## src/rtl/priority_select_pkg.sv

```systemverilog
// Shared class encoding and selector classification for priority_select_pipe.
package priority_select_pkg;

  typedef enum logic [1:0] {
    CLS_NONE = 2'd0,
    CLS_ANY  = 2'd1,
    CLS_ALL  = 2'd2
  } cls_e;

  localparam int SEL_MAX_W = 32;

  // Callers zero-extend the selector to SEL_MAX_W and pass its real width.
  function automatic cls_e classify(input logic [SEL_MAX_W-1:0] sel, input int sel_w);
    logic [SEL_MAX_W-1:0] mask;
    mask = (sel_w >= SEL_MAX_W) ? '1 : ((SEL_MAX_W'(1) << sel_w) - SEL_MAX_W'(1));
    if ((sel & mask) == mask) return CLS_ALL;
    if ((sel & mask) != '0) return CLS_ANY;
    return CLS_NONE;
  endfunction

endpackage

```

## src/rtl/ps_fifo.sv

```systemverilog
// Synchronous FIFO with occupancy counter; storage is not reset, control is.
module ps_fifo #(
  parameter int WIDTH = 10,
  parameter int DEPTH = 2
) (
  input  logic                     clk,
  input  logic                     clear,
  input  logic                     push,
  input  logic                     pop,
  input  logic [WIDTH-1:0]         wdata,
  output logic [WIDTH-1:0]         rdata,
  output logic                     full,
  output logic                     empty,
  output logic [$clog2(DEPTH):0]   count
);
  localparam int AW = $clog2(DEPTH);
  localparam int CW = AW + 1;

  logic [WIDTH-1:0] mem [DEPTH];
  logic [AW-1:0]    rptr;
  logic [AW-1:0]    wptr;
  logic             do_push;
  logic             do_pop;

  assign full    = (count == CW'(DEPTH));
  assign empty   = (count == '0);
  assign do_pop  = pop & ~empty;
  // When full, a push may only land if the head leaves in the same cycle.
  assign do_push = push & (~full | do_pop);
  assign rdata   = mem[rptr];

  always_ff @(posedge clk) begin
    if (do_push) mem[wptr] <= wdata;
  end

  always_ff @(posedge clk) begin
    if (!clear) begin
      rptr  <= '0;
      wptr  <= '0;
      count <= '0;
    end else begin
      if (do_push) wptr <= wptr + AW'(1);
      if (do_pop)  rptr <= rptr + AW'(1);
      case ({do_push, do_pop})
        2'b10:   count <= count + CW'(1);
        2'b01:   count <= count - CW'(1);
        default: count <= count;
      endcase
    end
  end

endmodule

```

## src/rtl/priority_select_pipe.sv

```systemverilog
// Classifies {sel, data} words into ALL/ANY/NONE, queues results in an output
// FIFO and keeps saturating per-class accept counters.
module priority_select_pipe #(
  parameter int SEL_W  = 4,
  parameter int DATA_W = 4,
  parameter int OUT_W  = 8,
  parameter int DEPTH  = 2,
  parameter int CNT_W  = 8
) (
  input  logic                    clk,
  input  logic                    clear,
  input  logic                    in_valid,
  output logic                    in_ready,
  input  logic [SEL_W+DATA_W-1:0] cct_input,
  output logic                    out_valid,
  input  logic                    out_ready,
  output logic [OUT_W-1:0]        cct_output,
  output logic [1:0]              out_class,
  input  logic                    cnt_clr,
  output logic [CNT_W-1:0]        cnt_all,
  output logic [CNT_W-1:0]        cnt_any,
  output logic [CNT_W-1:0]        cnt_none
);
  import priority_select_pkg::*;

  localparam int IN_W = SEL_W + DATA_W;
  localparam int FW   = OUT_W + 2;
  localparam int CW   = $clog2(DEPTH) + 1;

  function automatic logic [CNT_W-1:0] sat_inc(input logic [CNT_W-1:0] v);
    return (&v) ? v : v + CNT_W'(1);
  endfunction

  logic [SEL_W-1:0]  sel_p0;
  logic [DATA_W-1:0] data_p0;
  cls_e              cls_p0;
  logic [OUT_W-1:0]  res_p0;
  logic              vld_p0;
  logic [FW-1:0]     rdata;
  logic              full;
  logic              empty;
  logic [CW-1:0]     count;

  // Stage p0: classify the offered word combinationally.
  assign sel_p0  = cct_input[IN_W-1:DATA_W];
  assign data_p0 = cct_input[DATA_W-1:0];
  assign cls_p0  = classify(SEL_MAX_W'(sel_p0), SEL_W);

  always_comb begin
    res_p0 = '0;
    case (cls_p0)
      CLS_ALL: res_p0 = OUT_W'(data_p0[DATA_W-1]);
      CLS_ANY: res_p0 = OUT_W'(data_p0[DATA_W-2]);
      default: res_p0 = OUT_W'(data_p0[DATA_W-3:0]);
    endcase
  end

  assign in_ready = clear & (~full | out_ready);
  assign vld_p0   = in_valid & in_ready;

  ps_fifo #(
    .WIDTH (FW),
    .DEPTH (DEPTH)
  ) u_fifo (
    .clk   (clk),
    .clear (clear),
    .push  (vld_p0),
    .pop   (out_valid & out_ready),
    .wdata ({cls_p0, res_p0}),
    .rdata (rdata),
    .full  (full),
    .empty (empty),
    .count (count)
  );

  // Stage p1: FIFO head; outputs forced to zero while nothing is queued.
  assign out_valid  = (count != '0);
  assign cct_output = empty ? '0 : rdata[OUT_W-1:0];
  assign out_class  = empty ? CLS_NONE : rdata[FW-1:OUT_W];

  always_ff @(posedge clk) begin
    if (!clear || cnt_clr) begin
      cnt_all  <= '0;
      cnt_any  <= '0;
      cnt_none <= '0;
    end else if (vld_p0) begin
      case (cls_p0)
        CLS_ALL: cnt_all  <= sat_inc(cnt_all);
        CLS_ANY: cnt_any  <= sat_inc(cnt_any);
        default: cnt_none <= sat_inc(cnt_none);
      endcase
    end
  end

endmodule

```

## config.mk

```make
export PLATFORM = sky130hd
export DESIGN_NAME = priority_select_pipe
export DESIGN_NICKNAME = d
export VERILOG_FILES = /design/src/rtl/priority_select_pkg.sv /design/src/rtl/ps_fifo.sv /design/src/rtl/priority_select_pipe.sv
export SDC_FILE = /design/constraint.sdc
export NUM_CORES = 1
export LEC_CHECK = 0
export ABC_CLOCK_PERIOD_IN_PS = 2400
export CORE_UTILIZATION = 51
export DETAILED_ROUTE_END_ITERATION = 8
export PLACE_DENSITY = 0.83
export SLEW_MARGIN = 20
export SYNTH_ARGS = -nofsm -noshare
export SYNTH_HDL_FRONTEND = slang
export SYNTH_HIERARCHICAL = 1
export SYNTH_SLANG_ARGS = --single-unit
```

## constraint.sdc

```tcl
create_clock -name clk -period 2.4 [get_ports clk]
set_input_delay 0.36 -clock clk [delete_from_list [all_inputs] [get_ports clk]]
set_output_delay 0.36 -clock clk [all_outputs]
set_load 0.005 [all_outputs]
```

==> impl_metrics.json, run 1 <==
{
  "status": "completed",
  "grt-ovfl-total": 0,
  "slew_headroom_pct": 54.3,
  "start_kind": "register",
  "layout_commonest_cell": "clkdlybuf4s50_1",
  "hpwl_um": 3630,
  "initialDrtViolationCount": 83,
  "dr.pass1.iters": 4,
  "power_frac_seq_pct": 58.4,
  "area_growth_pct": 31.2,
  "critical_path_arrival_ns": 1.87,
  "power.share.switching_pct": 23.2,
  "cpPeakStageDelay_ns": 0.60,
  "htree_levels": 2,
  "ys_ff_latch": 49,
  "synth.avg_cell_area_sq_um": 10.2,
  "layout_common_cells": "48 x clkdlybuf4s50_1, 29 x dfxtp_1, 20 x edfxtp_1",
  "via_per_inst": 5.65,
  "route.detailed.drc": 0,
  "worst_slew_pin_slew_ns": 0.679,
  "die-area_sq_um": 4930,
  "crit_path_top_delay_cell": "dfxtp_1",
  "cts.sinks": 49,
  "rsz0062_at_grt": "no",
  "drv_slew": 0,
  "pwr-share-clk_pct": 31.6,
  "layout-drive-gt1-share_pct": 13.4,
  "start_util_pct": 53.7,
  "power_frac_comb_pct": 10.0,
  "drtAntennaViolNets": 0,
  "ys.flop_type": "dfxtp_1",
  "wl_per_cell_um": 14.2,
  "grt_usage_pct": 22.0,
  "ios": 49,
  "final_core_util_pct": 70.5,
  "finalSetupViolCount": 0,
  "cts_tree": "done",
  "skew_ns": 0.0104,
  "clk_pin_slew_ns": 0.09,
  "p_int_mw": 1.17,
  "cts_made_buffers": 5,
  "cts_buffer_depth": 2,
  "gp_congestion": 0.803,
  "hold_violations": 0,
  "antenna_found_initial": 0,
  "ys_types": 43,
  "endpoint_kind": "primary output",
  "netSwitchingPower_uw": 355,
  "regToRegStartpoint": "u_fifo/count[0]",
  "hp-start": "cnt_all[6]",
  "ctsResizeCount": 0,
  "vdd_ir_drop_max_uv": 379,
  "holdBufCountCts": 0,
  "ys_warn_count": 6,
  "leakage_nw": 1.01,
  "cts_root_buf": "clkbuf_8",
  "antenna_cells": 0,
  "syn_area_sq_um": 2370,
  "path_cells": "mux2_2 -> nor2b_1 -> clkdlybuf4s50_1",
  "fin_crit_sh_pct": 93.1,
  "synth-edff-count": 20,
  "port_buffers": 48,
  "final.min_clock_period_ns": 2.23,
  "post_cts_buffers": 0,
  "synthCells": 233,
  "rows": 24,
  "critical_path_required_ns": 2.04,
  "hold_path_class": "register to register",
  "grt_pass1_vias": 1942,
  "r2r_end": "cnt_any[4]",
  "crit_buf_inv": 1,
  "worst_skew_pair.late_latency_ns": 0.31,
  "core_area_sq_um": 4410,
  "r2r_cells": 6,
  "crit_fanout": 10,
  "max_cap_viol_count": 0,
  "tns_ns": 0,
  "max_clock_freq_ghz": 0.448,
  "grt_max_degree": 16,
  "r2r_slack_ns": 0.22,
  "layout.nets": 321,
  "power_density_nw_per_um2": 492,
  "routed_wl_um": 5070,
  "ys_seq_area_share_pct": 49.8,
  "critPathTopFamily": "flip-flops",
  "path_depth": 3,
  "critical_path_class": "register to primary output",
  "num_vias": 2022,
  "hold_path_depth": 2,
  "grt_pass1_wl_um": 8670,
  "dieWidth_um": 70.2,
  "async_reset_ff_share_pct": 0,
  "die_h_um": 70.2,
  "min_delay_worst_endpoint": "cnt_all[6]"
}
[area by class of cell]
class	instances	area (sq um)
Tap cell	52	65.1
Clock inverter	2	15.0
Timing Repair Buffer	62	586
Clock buffer	6	72.6
Inverter	7	26.3
Sequential cell	49	1180
Multi-Input combinational cell	180	1170
Fill cell	354	1300
[synth_stat cells, drive strengths merged (6+ instances only)]
library cell / instances / area, sq um
nor2b: 13 / 81.3
o21ai: 9 / 48.8
nand3: 12 / 60.1
or4: 11 / 86.3
nand4: 6 / 37.5
nor2: 11 / 41.3
mux2: 10 / 113
edfxtp: 20 / 601
a21oi: 19 / 95.1
o41ai: 8 / 70.1
and2: 8 / 50.1
nand2b: 6 / 40.0
nand2: 14 / 52.6
o31ai: 6 / 45.0
inv: 7 / 26.3
dfxtp: 29 / 581
[per-stage QoR]
step | total power, mW | instance area, sq um | hold WS [ns] | setup slack (ns) | std cells
final | 1.53 | 3110 | 0.494 | 0.166 | 358
after global routing | 1.59 | 3110 | 0.530 | 0.0679 | 358
after CTS | 1.54 | 3110 | 0.493 | 0.140 | 358
after detailed placement | 1.07 | 3020 | 0.480 | 0.0739 | 350
after global placement | 1.06 | 3020 | 0.458 | 0.0884 | 350
after floorplan | 0.982 | 2410 | 0.451 | 0.434 | 244
[flip-flops by register name, summed over array words and instances, names as in the netlist, named ones only]
name          count
cnt_any           8
u_fifo/rptr       1
cnt_none          8
cnt_all           8
u_fifo/count      2
u_fifo/mem       20
u_fifo/wptr       1
[logic make-up after synthesis]
group / after synthesis / share of synthesized area, %
flops: 49 / 49.8
buf+inv: 15 / 2.80
xor+xnor: 1 / 0.369
compound gates: 51 / 14.2
simple gates: 98 / 24.2
other cells: 1 / 0.158
fa+ha+maj: 3 / 1.58
mux: 15 / 6.86
[power groups by stage]
stage	Combinational [mW]	Sequential (mW)	Clock, mW
after global routing	0.168	0.896	0.526
after detailed placement	0.153	0.913	0
final	0.153	0.894	0.483
after CTS	0.154	0.894	0.490
after floorplan	0.0730	0.909	0
after global placement	0.148	0.912	0
[worst reg2reg max path: cells and delay by family (launching register included)]
| family | cells | cell delay, ns |
|---|---|---|
| buf+inv | 1 | 0.06 |
| simple gates | 4 | 1.45 |
| compound gates | 1 | 0.15 |
| flops | 1 | 0.46 |
[worst max-delay path by stage]
stage	to	slack [ns]
floorplan	u_fifo/mem[1][0]	0.43
global placement	cnt_any[4]	0.09
detailed placement	cnt_any[4]	0.07
CTS	cct_output[7]	0.14
global route	out_class[1]	0.07
finish	cct_output[7]	0.17
[per-layer routing]
metal,part of all wire (%),global-route usage (%),vias to the layer above
met3,5.1,4.62,8
met2,49,39.0,66
met4,1.4,7.78,0
li1,-,-,1014
met1,45,26.2,934
met5,0,0,-
(Power assumes the default switching activity.)
==> run 2: changes to the inputs <==
--- a/config.mk
+++ b/config.mk
@@ -9,6 +9,7 @@
 export CORE_UTILIZATION = 51
 export DETAILED_ROUTE_END_ITERATION = 8
 export PLACE_DENSITY = 0.83
+export SETUP_SLACK_MARGIN = 0.05
 export SLEW_MARGIN = 20
 export SYNTH_ARGS = -nofsm -noshare
 export SYNTH_HDL_FRONTEND = slang
==> results of run 2 <==
No change in the layout: final DEF, timing and power equal those of run 1.
==> run 3: changes to the inputs <==
--- a/config.mk
+++ b/config.mk
@@ -5,10 +5,10 @@
 export SDC_FILE = /design/constraint.sdc
 export NUM_CORES = 1
 export LEC_CHECK = 0
-export ABC_CLOCK_PERIOD_IN_PS = 2400
-export CORE_UTILIZATION = 51
+export ABC_CLOCK_PERIOD_IN_PS = 1950
+export CORE_UTILIZATION = 46
 export DETAILED_ROUTE_END_ITERATION = 8
-export PLACE_DENSITY = 0.83
+export PLACE_DENSITY = 0.79
 export SETUP_SLACK_MARGIN = 0.05
 export SLEW_MARGIN = 20
 export SYNTH_ARGS = -nofsm -noshare
==> constraint.sdc (replaced) <==
create_clock -name clk -period 1.95 [get_ports clk]
set_input_delay 0.2925 -clock clk [delete_from_list [all_inputs] [get_ports clk]]
set_output_delay 0.2925 -clock clk [all_outputs]
set_load 0.005 [all_outputs]
==> impl_metrics.json, run 3 (synthesis gave the netlist of run 1 again) <==
{
  "status": "completed",
  "endpoint_kind": "primary output",
  "final_core_util_pct": 68.3,
  "routed_wl_um": 5440,
  "initialDrtViolationCount": 108,
  "power_density_nw_per_um2": 569,
  "path_cells": "buf_4 -> or2_2 -> clkdlybuf4s50_1",
  "max_clock_freq_ghz": 0.546,
  "route.detailed.drc": 0,
  "grt-ovfl-total": 0,
  "num_vias": 2115,
  "critical_path_class": "register to primary output",
  "dr.pass1.iters": 4,
  "hold_path_class": "register to register",
  "rsz0062_at_grt": "no",
  "die-area_sq_um": 5450,
  "cts_root_buf": "clkbuf_8",
  "regToRegStartpoint": "u_fifo/count[0]",
  "layout_common_cells": "30 x clkdlybuf4s50_1, 27 x dfxtp_1, 23 x buf_4",
  "place_area_sq_um": 3100,
  "ios": 49,
  "grt_pass1_wl_um": 8310,
  "worst_skew_pair.late_latency_ns": 0.30,
  "crit_fanout": 8,
  "critical_path_arrival_ns": 1.54,
  "leakage_nw": 1.25,
  "hp-start": "u_fifo/wptr",
  "regMostFlops": "u_fifo/mem",
  "worst_slack_ns": 0.118,
  "stdcell_area_sq_um": 3310,
  "clk_pin_slew_ns": 0.09,
  "layout_commonest_cell": "clkdlybuf4s50_1",
  "vdd_ir_drop_max_uv": 341,
  "drv_slew": 0,
  "layout.nets": 335,
  "wl_per_cell_um": 14.0,
  "hpwl_um": 3660,
  "crit_path_top_delay_cell": "clkdlybuf4s50_1",
  "fin_crit_sh_pct": 93.9,
  "cts.sinks": 49,
  "via_per_inst": 5.47,
  "area_growth_pct": 39.5,
  "grt_max_degree": 16,
  "cts_buffer_depth": 2,
  "cts_tree": "done",
  "crit_buf_inv": 2,
  "core_area_sq_um": 4850,
  "final_cells": 387,
  "antenna_found_initial": 0,
  "die_h_um": 73.8,
  "start_util_pct": 48.9,
  "layout-drive-gt1-share_pct": 20.3,
  "finalSetupViolCount": 0,
  "final.min_clock_period_ns": 1.83,
  "fill_cells": 397,
  "start_kind": "register",
  "dpl.cell_count": 373,
  "cts_made_buffers": 5,
  "hold_violations": 0,
  "grt_usage_pct": 20.4,
  "critical_path_required_ns": 1.66,
  "max_cap_viol_count": 0,
  "cpPeakStageDelay_ns": 0.45,
  "largest_reg_flops": 20,
  "drtAntennaViolNets": 0,
  "critPathTopFamily": "buffers and inverters",
  "crit_path_start": "u_fifo/count[1]",
  "holdBufCountCts": 0,
  "skew_ns": 0.00378,
  "rows": 25,
  "port_buffers": 48,
  "htree_levels": 2,
  "grt_pass1_vias": 1875,
  "antenna_cells": 0,
  "gp_congestion": 0.824,
  "dieWidth_um": 73.8,
  "post-place-ws_ns": -0.309
}
run 3: changes by cell type in the layout (fill, tap and decap cells not counted), sizes merged:
cell and delta:
clkinv +1, dlymetal6s2s +11, buf +13, clkbuf -1, or4 +1, clkdlybuf4s50 -18
dlygate4sd2 +7
run 3: layer usage:
layer  part of all wire, %  track usage (%)
met2                    50             36.8
met4                   1.6             7.26
met3                   4.9             4.66
met5                     0                0
met1                    43             23.5
run 3: worst register-to-register path: stages (launching register included):
cell and delay [ns]:
dfxtp_2 0.33, nand2b_2 0.13, inv_2 0.06, nor2b_4 0.14
or4_4 0.46, or4_4 0.49, a21oi_1 0.12
run 3: final cells by class:
cell class	count	area (sq um)	share of cell area, %
multi-input combinational	181	1220	36.8
clock buffer	5	68.8	2.08
sequential	49	1180	35.8
inverter	7	26.3	0.794
tap	67	83.8	2.53
timing repair buffer	75	711	21.5
clock inverter	3	17.5	0.529
run 3: worst paths after layout:
check,to,slack [ns],cells after the start
worst max-delay path,out_valid,0.12,3
worst min-delay path,u_fifo/wptr,0.48,2
worst max register to register,cnt_any[7],0.17,6
worst min register to register,u_fifo/wptr,0.48,2
run 3: report_power, final:
part           internal [mW]  total [mW]  switching, mW
sequential              1.09        1.10        0.00777
clock                  0.247       0.580          0.333
combinational          0.111       0.207         0.0966
run 3: through the flow:
stage	setup TNS [ns]	total power, mW	hold WS, ns
after floorplan	0	1.21	0.414
after global placement	-3.17	1.31	0.462
after detailed placement	-3.45	1.32	0.469
after CTS	-0.201	1.90	0.481
after global routing	0	1.97	0.511
final	0	1.88	0.483
run 3: repair_timing:
action	CTS	global route
gates resized for setup	18	16
buffers inserted	0	4
pin swaps	3	4
setup endpoints to repair	12	17
cloned	2	0
